### config.mk
export PLATFORM = sky130hd
export DESIGN_NAME = muldiv_flat
export DESIGN_NICKNAME = d
export VERILOG_FILES = /design/src/rtl/muldiv_if.sv /design/src/rtl/muldiv.sv /design/src/flat_wrapper.sv
export SDC_FILE = /design/constraint.sdc
export NUM_CORES = 1
export LEC_CHECK = 0
export CORE_MARGIN = 2
export CORE_UTILIZATION = 41
export CTS_CLUSTER_DIAMETER = 150
export DETAILED_ROUTE_END_ITERATION = 8
export PLACE_DENSITY = 0.67
export SLEW_MARGIN = 10
export SYNTH_ARGS = -nofsm -noshare
export SYNTH_HDL_FRONTEND = slang
export SYNTH_SLANG_ARGS = --single-unit
### constraint.sdc
create_clock -name clk -period 10.3 [get_ports clk]
set_input_delay 1.545 -clock clk [delete_from_list [all_inputs] [get_ports clk]]
set_output_delay 1.545 -clock clk [all_outputs]
set_load 0.01 [all_outputs]
### src/rtl/muldiv_if.sv
// rtl/muldiv_if.sv - operand, control and HI/LO result bundle for the muldiv unit
interface muldiv_if #(
    parameter int WIDTH = 32
);
    logic [WIDTH-1:0] A;
    logic [WIDTH-1:0] B;
    logic [1:0]       op;
    logic             start;
    logic             hi_we;
    logic             lo_we;
    logic [WIDTH-1:0] wdata;
    logic             busy;
    logic             done;
    logic [WIDTH-1:0] hi;
    logic [WIDTH-1:0] lo;
    logic             div0;

    modport master (
        output A, B, op, start, hi_we, lo_we, wdata,
        input  busy, done, hi, lo, div0
    );

    modport slave (
        input  A, B, op, start, hi_we, lo_we, wdata,
        output busy, done, hi, lo, div0
    );
endinterface

### src/rtl/muldiv.sv
// rtl/muldiv.sv - iterative MULT/MULTU/DIV/DIVU unit with HI/LO, optional MULDIV_DIVZERO_EN flag
module muldiv #(
    parameter int WIDTH = 32
) (
    input  logic     clk,
    input  logic     reset,
    muldiv_if.slave  bus
);
    localparam int CW = $clog2(WIDTH + 1);

    typedef enum logic {
        S_IDLE,
        S_RUN
    } state_t;

    state_t               r_state;
    logic [CW-1:0]        r_cnt;
    logic [1:0]           r_op;
    logic                 r_sign_a;
    logic                 r_sign_b;
    logic                 r_bzero;
    logic [WIDTH-1:0]     r_a_raw;
    // multiplicand for multiply, divisor for divide
    logic [WIDTH-1:0]     r_opnd;
    // multiply: {partial product, remaining multiplier}; divide: {remainder, dividend/quotient}
    logic [2*WIDTH-1:0]   r_acc;
    logic [WIDTH-1:0]     r_hi;
    logic [WIDTH-1:0]     r_lo;
    logic                 r_busy;
    logic                 r_done;

    // op[0]=1 is the unsigned variant, op[1]=1 is divide
    logic                 w_sign_a;
    logic                 w_sign_b;
    logic [WIDTH-1:0]     w_a_mag;
    logic [WIDTH-1:0]     w_b_mag;
    logic [WIDTH:0]       w_mul_sum;
    logic [2*WIDTH-1:0]   w_mul_next;
    logic [WIDTH:0]       w_div_shift;
    logic [WIDTH:0]       w_div_diff;
    logic [2*WIDTH-1:0]   w_div_next;
    logic [2*WIDTH-1:0]   w_acc_next;
    logic [WIDTH-1:0]     w_res_hi;
    logic [WIDTH-1:0]     w_res_lo;
    logic                 w_last;

    assign w_sign_a = ~bus.op[0] & bus.A[WIDTH-1];
    assign w_sign_b = ~bus.op[0] & bus.B[WIDTH-1];
    assign w_a_mag  = w_sign_a ? -bus.A : bus.A;
    assign w_b_mag  = w_sign_b ? -bus.B : bus.B;
    assign w_last   = (r_state == S_RUN) && (r_cnt == CW'(1));

    // one shift-add multiply step and one restoring divide step; op selects which is kept
    always_comb begin
        w_mul_sum   = {1'b0, r_acc[2*WIDTH-1:WIDTH]} + {1'b0, (r_acc[0] ? r_opnd : {WIDTH{1'b0}})};
        w_mul_next  = {w_mul_sum, r_acc[WIDTH-1:1]};
        w_div_shift = {r_acc[2*WIDTH-1:WIDTH], r_acc[WIDTH-1]};
        w_div_diff  = w_div_shift - {1'b0, r_opnd};
        if (w_div_diff[WIDTH])
            w_div_next = {w_div_shift[WIDTH-1:0], r_acc[WIDTH-2:0], 1'b0};
        else
            w_div_next = {w_div_diff[WIDTH-1:0], r_acc[WIDTH-2:0], 1'b1};
        w_acc_next = r_op[1] ? w_div_next : w_mul_next;
    end

    // sign correction of the final iteration; divide-by-zero bypasses it entirely
    always_comb begin
        w_res_hi = w_acc_next[2*WIDTH-1:WIDTH];
        w_res_lo = w_acc_next[WIDTH-1:0];
        if (!r_op[1]) begin
            if (r_sign_a ^ r_sign_b)
                {w_res_hi, w_res_lo} = -w_acc_next;
        end else if (r_bzero) begin
            w_res_hi = r_a_raw;
            w_res_lo = {WIDTH{1'b1}};
        end else begin
            if (r_sign_a ^ r_sign_b)
                w_res_lo = -w_acc_next[WIDTH-1:0];
            if (r_sign_a)
                w_res_hi = -w_acc_next[2*WIDTH-1:WIDTH];
        end
    end

    // control FSM: operand capture, iteration, HI/LO writeback and MTHI/MTLO
    always_ff @(posedge clk) begin
        if (reset) begin
            r_state  <= S_IDLE;
            r_cnt    <= '0;
            r_op     <= 2'b00;
            r_sign_a <= 1'b0;
            r_sign_b <= 1'b0;
            r_bzero  <= 1'b0;
            r_a_raw  <= '0;
            r_opnd   <= '0;
            r_acc    <= '0;
            r_hi     <= '0;
            r_lo     <= '0;
            r_busy   <= 1'b0;
            r_done   <= 1'b0;
        end else begin
            r_done <= 1'b0;
            case (r_state)
                S_IDLE: begin
                    if (bus.start) begin
                        r_state  <= S_RUN;
                        r_busy   <= 1'b1;
                        r_cnt    <= CW'(WIDTH);
                        r_op     <= bus.op;
                        r_sign_a <= w_sign_a;
                        r_sign_b <= w_sign_b;
                        r_bzero  <= (bus.B == '0);
                        r_a_raw  <= bus.A;
                        r_opnd   <= bus.op[1] ? w_b_mag : w_a_mag;
                        r_acc    <= {{WIDTH{1'b0}}, (bus.op[1] ? w_a_mag : w_b_mag)};
                    end else begin
                        if (bus.hi_we)
                            r_hi <= bus.wdata;
                        if (bus.lo_we)
                            r_lo <= bus.wdata;
                    end
                end
                S_RUN: begin
                    r_acc <= w_acc_next;
                    r_cnt <= r_cnt - CW'(1);
                    if (w_last) begin
                        r_state <= S_IDLE;
                        r_busy  <= 1'b0;
                        r_done  <= 1'b1;
                        r_hi    <= w_res_hi;
                        r_lo    <= w_res_lo;
                    end
                end
                default: r_state <= S_IDLE;
            endcase
        end
    end

`ifdef MULDIV_DIVZERO_EN
    logic r_div0;

    // sticky until the next completion: set by a divide with zero divisor, cleared by anything else
    always_ff @(posedge clk) begin
        if (reset)
            r_div0 <= 1'b0;
        else if (w_last)
            r_div0 <= r_op[1] & r_bzero;
    end

    assign bus.div0 = r_div0;
`else
    assign bus.div0 = 1'b0;
`endif

    assign bus.busy = r_busy;
    assign bus.done = r_done;
    assign bus.hi   = r_hi;
    assign bus.lo   = r_lo;
endmodule

### src/flat_wrapper.sv
// flat-port wrapper written by rule: the top's interface ports become plain ports
module muldiv_flat 
#(
    parameter int WIDTH = 32
)
  (clk, reset, bus_A, bus_B, bus_op, bus_start, bus_hi_we, bus_lo_we, bus_wdata, bus_busy, bus_done, bus_hi, bus_lo, bus_div0);
  muldiv_if #(.WIDTH(WIDTH)) bus_i ();
  input  logic clk;
  input  logic reset;
  input wire logic [$bits(bus_i.A)-1:0] bus_A;
  input wire logic [$bits(bus_i.B)-1:0] bus_B;
  input wire logic [$bits(bus_i.op)-1:0] bus_op;
  input wire logic [$bits(bus_i.start)-1:0] bus_start;
  input wire logic [$bits(bus_i.hi_we)-1:0] bus_hi_we;
  input wire logic [$bits(bus_i.lo_we)-1:0] bus_lo_we;
  input wire logic [$bits(bus_i.wdata)-1:0] bus_wdata;
  output wire logic [$bits(bus_i.busy)-1:0] bus_busy;
  output wire logic [$bits(bus_i.done)-1:0] bus_done;
  output wire logic [$bits(bus_i.hi)-1:0] bus_hi;
  output wire logic [$bits(bus_i.lo)-1:0] bus_lo;
  output wire logic [$bits(bus_i.div0)-1:0] bus_div0;
  assign bus_i.A = bus_A;
  assign bus_i.B = bus_B;
  assign bus_i.op = bus_op;
  assign bus_i.start = bus_start;
  assign bus_i.hi_we = bus_hi_we;
  assign bus_i.lo_we = bus_lo_we;
  assign bus_i.wdata = bus_wdata;
  assign bus_busy = bus_i.busy;
  assign bus_done = bus_i.done;
  assign bus_hi = bus_i.hi;
  assign bus_lo = bus_i.lo;
  assign bus_div0 = bus_i.div0;
  muldiv #(.WIDTH(WIDTH)) u_core (.clk(clk), .reset(reset), .bus(bus_i));
endmodule
==> results of run 1 <==
[registers in the layout, summed over array words and instances (netlist names), 6 cells and up]
register        count
u_core.r_acc       64
u_core.r_cnt        6
u_core.r_a_raw     32
u_core.bus.hi      32
u_core.r_opnd      32
u_core.bus.lo      32
[cell type report]
| class | count | share of cell area, % |
|---|---|---|
| tap | 585 | 3.551 |
| clock buffer | 29 | 3.205 |
| clock inverter | 16 | 1.038 |
| multi-input combinational | 2035 | 61.55 |
| timing repair buffer | 203 | 9.415 |
| inverter | 71 | 1.293 |
| sequential | 205 | 19.95 |
[cell usage in the layout (no fill, tap or decap), types with 38 or more instances in the layout]
cell / n
o21ai_0: 118
ha_1: 70
inv_1: 67
mux2i_1: 57
nor3_1: 61
xor2_1: 90
a211oi_1: 120
nand2_1: 314
o211ai_1: 38
a21oi_1: 245
xnor2_1: 97
dfxtp_1: 203
nand3_1: 46
nor2_1: 284
and2_1: 43
clkdlybuf4s50_1: 166
[cells by family after synthesis]
group / count (synthesis) / share of synthesized area, %
and+or+nand+nor: 933 / 24.29
AOI/OAI and AO/OA: 772 / 28.58
buffers and inverters: 243 / 5.516
DFF: 205 / 23.16
xor gates and xnor gates: 189 / 9.343
adders and majority gates: 72 / 5.170
muxes: 68 / 3.920
other: 1 / 0.02117
[through the flow]
stage / hold WS [ns] / cells / worst slack [ns]
after detailed placement: 0.4513 / 3099 / 4.710
after global routing: 0.4816 / 3144 / 4.190
final: 0.4558 / 3144 / 4.532
after floorplan: 0.4332 / 2483 / 5.708
after CTS: 0.4592 / 3144 / 4.662
after global placement: 0.4399 / 3099 / 4.811
[worst max-delay path, cell delays in order (launching register included)]
cell and delay [ns]:
dfxtp_1 0.39, inv_1 0.06, ha_1 0.22, fa_1 0.40, nand2b_1 0.19, a21o_1 0.21, a21o_1 0.20, a2111o_1 0.47
nand2_2 0.15, o311a_2 0.54, o21ai_0 0.43, nand2_1 0.17, ha_1 0.20, nand2_1 0.12, nor3_1 0.48, and2_1 0.32
nand4_1 0.30, o31ai_1 0.32, a21oi_1 0.11, o31a_1 0.28, o2bb2ai_1 0.13
[layer usage]
layer	routed length, um	up-vias	GRT usage [%]
li1	-	9114	-
met1	33940	9434	48.94
met2	32250	1118	49.00
met3	8569	141	6.186
met4	3085	0	12.68
met5	0	-	0
[worst max path at each step]
stage                              endpoint              from
final                     u_core.bus.hi[24]  u_core.r_acc[31]
after global routing      u_core.bus.hi[24]  u_core.r_acc[31]
after CTS                 u_core.bus.hi[24]  u_core.r_acc[31]
after detailed placement  u_core.bus.hi[26]  u_core.r_acc[31]
after global placement    u_core.bus.hi[24]  u_core.r_acc[31]
after floorplan           u_core.bus.hi[20]  u_core.r_acc[31]
[power by group]
part	internal, uW	switching [uW]	leakage [uW]
registers	851	73.9	0.00168
logic	357	642	0.00556
clock network	565	409	0.000424
==> impl_results.md, run 1 <==
* Sum Neg Setup Slack at 0 ns
* Area share of the largest cell type after synthesis at 23.16%
* Syn Nets at 2658
* Final hold vios at 0
* Fin. max-slew vios at 0
* Cell row count at 76
* Share of layout cells above drive strength 1 at 5.471%
* Post-Route WL at 77850 um
* Status: finished clean
* Initial antenna violation count at 0
* Worst EP required at 10.80 ns
* First-pass detailed-route iteration total at 8
* Total CTS buffers at 25
* Cell area power density at 140.6 mW/mm2
* Hold depth at 2
* Hold Buf Count CTS at 0
* Seq/Total Area, Yosys at 23.16%
* Hold crit path type: flip-flop to flip-flop
* CTS tree: done
* Syn Inst Count at 2483
* Post-synth top area cell: dfxtp_1
* Total track usage at 33.68%
* Largest net degree at the start of global routing at 89
* CTS clk-pin slew, worst paths at 0.06 ns
* CTS root buffer: clkbuf_16
* Chip Width at 211.9 um
* Io pins at 170
* Async SR Flop Fraction at 0%
* Leakage at 0.007666 uW
* Achievable frequency at 0.1734 GHz
* Die area at 0.04489 mm2
* Multi-input gate area at 0.01269 mm2
* Setup Fix Bufs, Post-CTS at 0
* Primary FF master, synth: dfxtp_1
* Fill cell count at 4324
* Crit start category: flip-flop
* Post-DP HPWL at 59830 um
* Top post-synthesis cells by count: 315 x nand2_1, 285 x nor2_1, 245 x a21oi_1
* Area Growth Syn to Fin at 16.34%
* Max-cap violations at 0
* Iter 0 DRT Violations at 2736
* Total Power at 2899 uW
* # diodes at 0
* Crit Path Class: flip-flop to flip-flop
* Routability cong. at 1.006
* Final instance area at 0.02061 mm2
* Post-synthesis average cell area at 7.135 um2
* Ranking of synthesized cells by area: dfxtp_1 23%, a21oi_1 6.9%, nand2_1 6.7%
* Clock Sinks at 205
* CP endpoint kind: flip-flop
* Measured slew at the worst slew-check pin at 1.187 ns
* CTS Buffer Depth at 3
* Number of synthesized flops with an enable pin at 0
* Die span in y at 211.9 um
* Initial Utilization at 41.31%
* Relative slew margins at 20.16%
* Reg area at 0.004111 mm2
* First-pass GRT wire length at 114900 um
* Reg-to-reg slack, setup at 4.53 ns
* Post-CTS resize count at 0
* DRC at 0
* Fin crit share at 56.00%
* Clk_lat worst skew at 0.58 ns
* Post-placement cell area at 0.01974 mm2
* Final min period at 5.768 ns
* Yosys cell types at 95
* H-tree Lvls at 1
* Worst Skew at 0.01597 ns
* CP max FO at 24
* Warnings, synthesis at 0
* Worst reg2reg startpoint: u_core.r_acc[31]
* Drt wl/cell at 24.76 um
* RSZ-0062 raised after global routing: false
* Mapped Area at 0.01772 mm2
* Most frequent cell after synthesis: nand2_1
* Worst r2r dst: u_core.bus.hi[24]
* Hold path startpoint: u_core.r_a_raw[30]
* Hold EP: u_core.r_a_raw[30]
* Vias at 19810
* Peak supply drop at 0.1162 mV
* Overflow left after global routing at 0
* Final count of negative-setup-slack endpoints at 0
* Vias in the first global route at 17870
* Core box area at 0.04289 mm2
* Flops & latches, synth at 205
* R2R depth at 20
* Util after Layout at 48.06%
* CP arrival at 6.27 ns
* Vias per std cell at 6.300
* Post-route ant nets at 0
* IO Port Bufs at 168
* Fin nets at 2716
(Power assumes the default switching activity.)
==> run 2: changes to the inputs <==
==> constraint.sdc (replaced) <==
create_clock -name clk -period 5.9 [get_ports clk]
set_input_delay 0.885 -clock clk [delete_from_list [all_inputs] [get_ports clk]]
set_output_delay 0.885 -clock clk [all_outputs]
set_load 0.01 [all_outputs]
==> impl_results.md, run 2 (synthesis gave the netlist of run 1 again) <==
* Die span in y at 211.9 um (unchanged)
* Fin nets at 2754 (+1.4%)
* First-pass GRT wire length at 116900 um (+1.7%)
* Largest delay contributor family on the critical path: compound AO/OA/AOI/OAI gates
* Share of layout cells above drive strength 1 at 6.772% (+1.3 points)
* IO Port Bufs at 168 (unchanged)
* Vias per std cell at 6.166 (-2.1%)
* Total Power at 5107 uW (+76%)
* Hold Buf Count CTS at 0 (unchanged)
* Routability cong. at 0.9949 (-1.1%)
* Iter 0 DRT Violations at 2154 (-21%)
* Fin crit share at 91.97% (+36 points)
* Hold crit path type: flip-flop to flip-flop
* Fin. max-slew vios at 0 (unchanged)
* CTS Buffer Depth at 3 (unchanged)
* Routed length on met1 at 35830 um (+5.6%)
* CP peak stage delay at 0.48 ns (-0.06 ns)
* Clk_lat worst skew at 0.58 ns (about the same)
* Hold EP: u_core.bus.hi[7]
* CTS tree: done
* Final hold vios at 0 (unchanged)
* First-pass detailed-route iteration total at 7 (-1)
* Post-Route WL at 80320 um (+3.2%)
* Crit start category: flip-flop
* Crit path depth at 18 (-10%)
* Post-placement cell area at 0.02001 mm2 (+1.4%)
* Crit Path Class: flip-flop to flip-flop
* Worst-path cell chain: inv_1 > ha_1 > fa_1 > nand2b_1 > a21o_1 > a21o_1 > a2111o_1 > nand2_2 > o311a_2 > nor2_1 > buf_4 > o41a_1 > a211oi_2 > nand4_1 > and4_1 > nor4_1 > a221oi_1 > a211oi_1
* Top reg by flops: u_core.r_acc
* Worst EP required at 6.40 ns (-4.40 ns)
* Initial antenna violation count at 0 (unchanged)
* Die area at 0.04489 mm2 (unchanged)
* Final count of negative-setup-slack endpoints at 0 (unchanged)
* DRC at 0 (unchanged)
* Core box area at 0.04289 mm2 (unchanged)
* CP arrival at 5.93 ns (-0.34 ns)
* Worst Skew at 0.01890 ns (+0.002931 ns)
* H-tree Lvls at 1 (unchanged)
* CTS root buffer: clkbuf_16
* Relative slew margins at 18.24% (-1.9 points)
* Drt wl/cell at 25.23 um (+1.9%)
* Met2 routed WL at 33930 um (+5.2%)
* Reg-to-reg slack, setup at 0.47 ns (-4.06 ns)
* Final min period at 5.426 ns (-0.3416 ns)
* Vias in the first global route at 17910 (+0.26%)
* Leakage at 0.007854 uW (+2.5%)
* Chip Width at 211.9 um (unchanged)
* Hold depth at 2 (unchanged)
* Clock Sinks at 205 (unchanged)
* Initial Utilization at 41.31% (unchanged)
* Setup WS pre-CTS at 0.5963 ns (-4.114 ns)
* Largest net degree at the start of global routing at 88 (-1.1%)
* Overflow left after global routing at 0 (unchanged)
* Most frequent cells in the layout: 314 x nand2_1, 284 x nor2_1, 245 x a21oi_1
* Cell area power density at 244.6 mW/mm2 (+74%)
* Worst r2r dst: u_core.bus.hi[13]
* Io pins at 170 (unchanged)
* Top layer in use: met4
* Max reg flops at 64 (unchanged)
* Post-DP HPWL at 63260 um (+5.7%)
* R2R depth at 18 (-10%)
* Max-cap violations at 0 (unchanged)
* Critical path startpoint: u_core.r_acc[31]
* Post-CTS resize count at 0 (unchanged)
* Area Growth Syn to Fin at 17.87%
* Hold path startpoint: u_core.bus.hi[7]
* Measured slew at the worst slew-check pin at 1.223 ns (+0.03584 ns)
* Worst setup margin at 0.4740 ns (-4.058 ns)
* Total CTS buffers at 26 (+4.0%)
* Worst reg2reg startpoint: u_core.r_acc[31]
* Achievable frequency at 0.1843 GHz (+6.3%)
* # diodes at 0 (unchanged)
* Worst path buffer plus inverter count at 2 (+1)
* Post-route ant nets at 0 (unchanged)
* CP endpoint kind: flip-flop
* CP max FO at 24 (unchanged)
* Final instance area at 0.02088 mm2 (+1.3%)
* CTS clk-pin slew, worst paths at 0.07 ns (about the same)
* Cell row count at 76 (unchanged)
* WL met3 at 7569 um (-12%)
* Setup Fix Bufs, Post-CTS at 0 (unchanged)
* Total track usage at 34.91% (+1.2 points)
* Crit path top cell by count: a21o_1
* Crit-path slowest cell: o311a_2
* Status: finished clean
* Peak supply drop at 0.2748 mV (+140%)
* Sum Neg Setup Slack at 0 ns (unchanged)
* Vias at 19630 (-0.88%)
* RSZ-0062 raised after global routing: false
* Commonest non-fill, non-tap cell in the layout: nand2_1
* Fin Hold WS at 0.4555 ns (-0.0002780 ns)
-- run 2: power by group --
part           switching, uW  leakage, uW  total, uW  internal [uW]
logic                   1150      0.00574       1800            652
clock network            719     0.000426       1680            965
registers                134      0.00168       1620           1490
-- run 2: worst register-to-register path, cell delays in order (launching register included) --
cell,delay (ns)
dfxtp_1,0.38
inv_1,0.06
ha_1,0.23
fa_1,0.40
nand2b_1,0.18
a21o_1,0.20
a21o_1,0.21
a2111o_1,0.45
nand2_2,0.17
o311a_2,0.48
nor2_1,0.21
buf_4,0.23
o41a_1,0.42
a211oi_2,0.37
nand4_1,0.36
and4_1,0.33
nor4_1,0.32
a221oi_1,0.10
a211oi_1,0.25
-- run 2: per-layer routing --
metal | vias to the layer above | global-route usage (%)
li1 | 9182 | -
met1 | 9372 | 50.06
met2 | 947 | 51.99
met3 | 131 | 6.631
met4 | 0 | 11.97
met5 | - | 0
-- run 2: worst max path at each step --
stage                     slack (ns)                end
final                           0.47  u_core.bus.hi[13]
after global routing            0.19  u_core.bus.hi[31]
after CTS                       0.56  u_core.bus.hi[31]
after detailed placement        0.60  u_core.bus.hi[31]
after global placement          0.60  u_core.bus.hi[13]
after floorplan                 1.31  u_core.bus.hi[20]
-- run 2: through the flow --
stage	utilization (%)	std cells
after floorplan	-	2483
after global placement	46.66	3136
after detailed placement	46.66	3136
after CTS	48.69	3184
after global routing	48.69	3184
final	48.69	3184
-- run 2: area by class of cell --
cell class / count / area [um2]
multi-input cells: 2035 / 12680
clock inverters: 12 / 133.9
repair buffers: 240 / 2218
inverters: 71 / 266.5
clock buffers: 36 / 738.2
flip-flops and latches: 205 / 4111
fillers: 4301 / 22000
well taps: 585 / 732.0
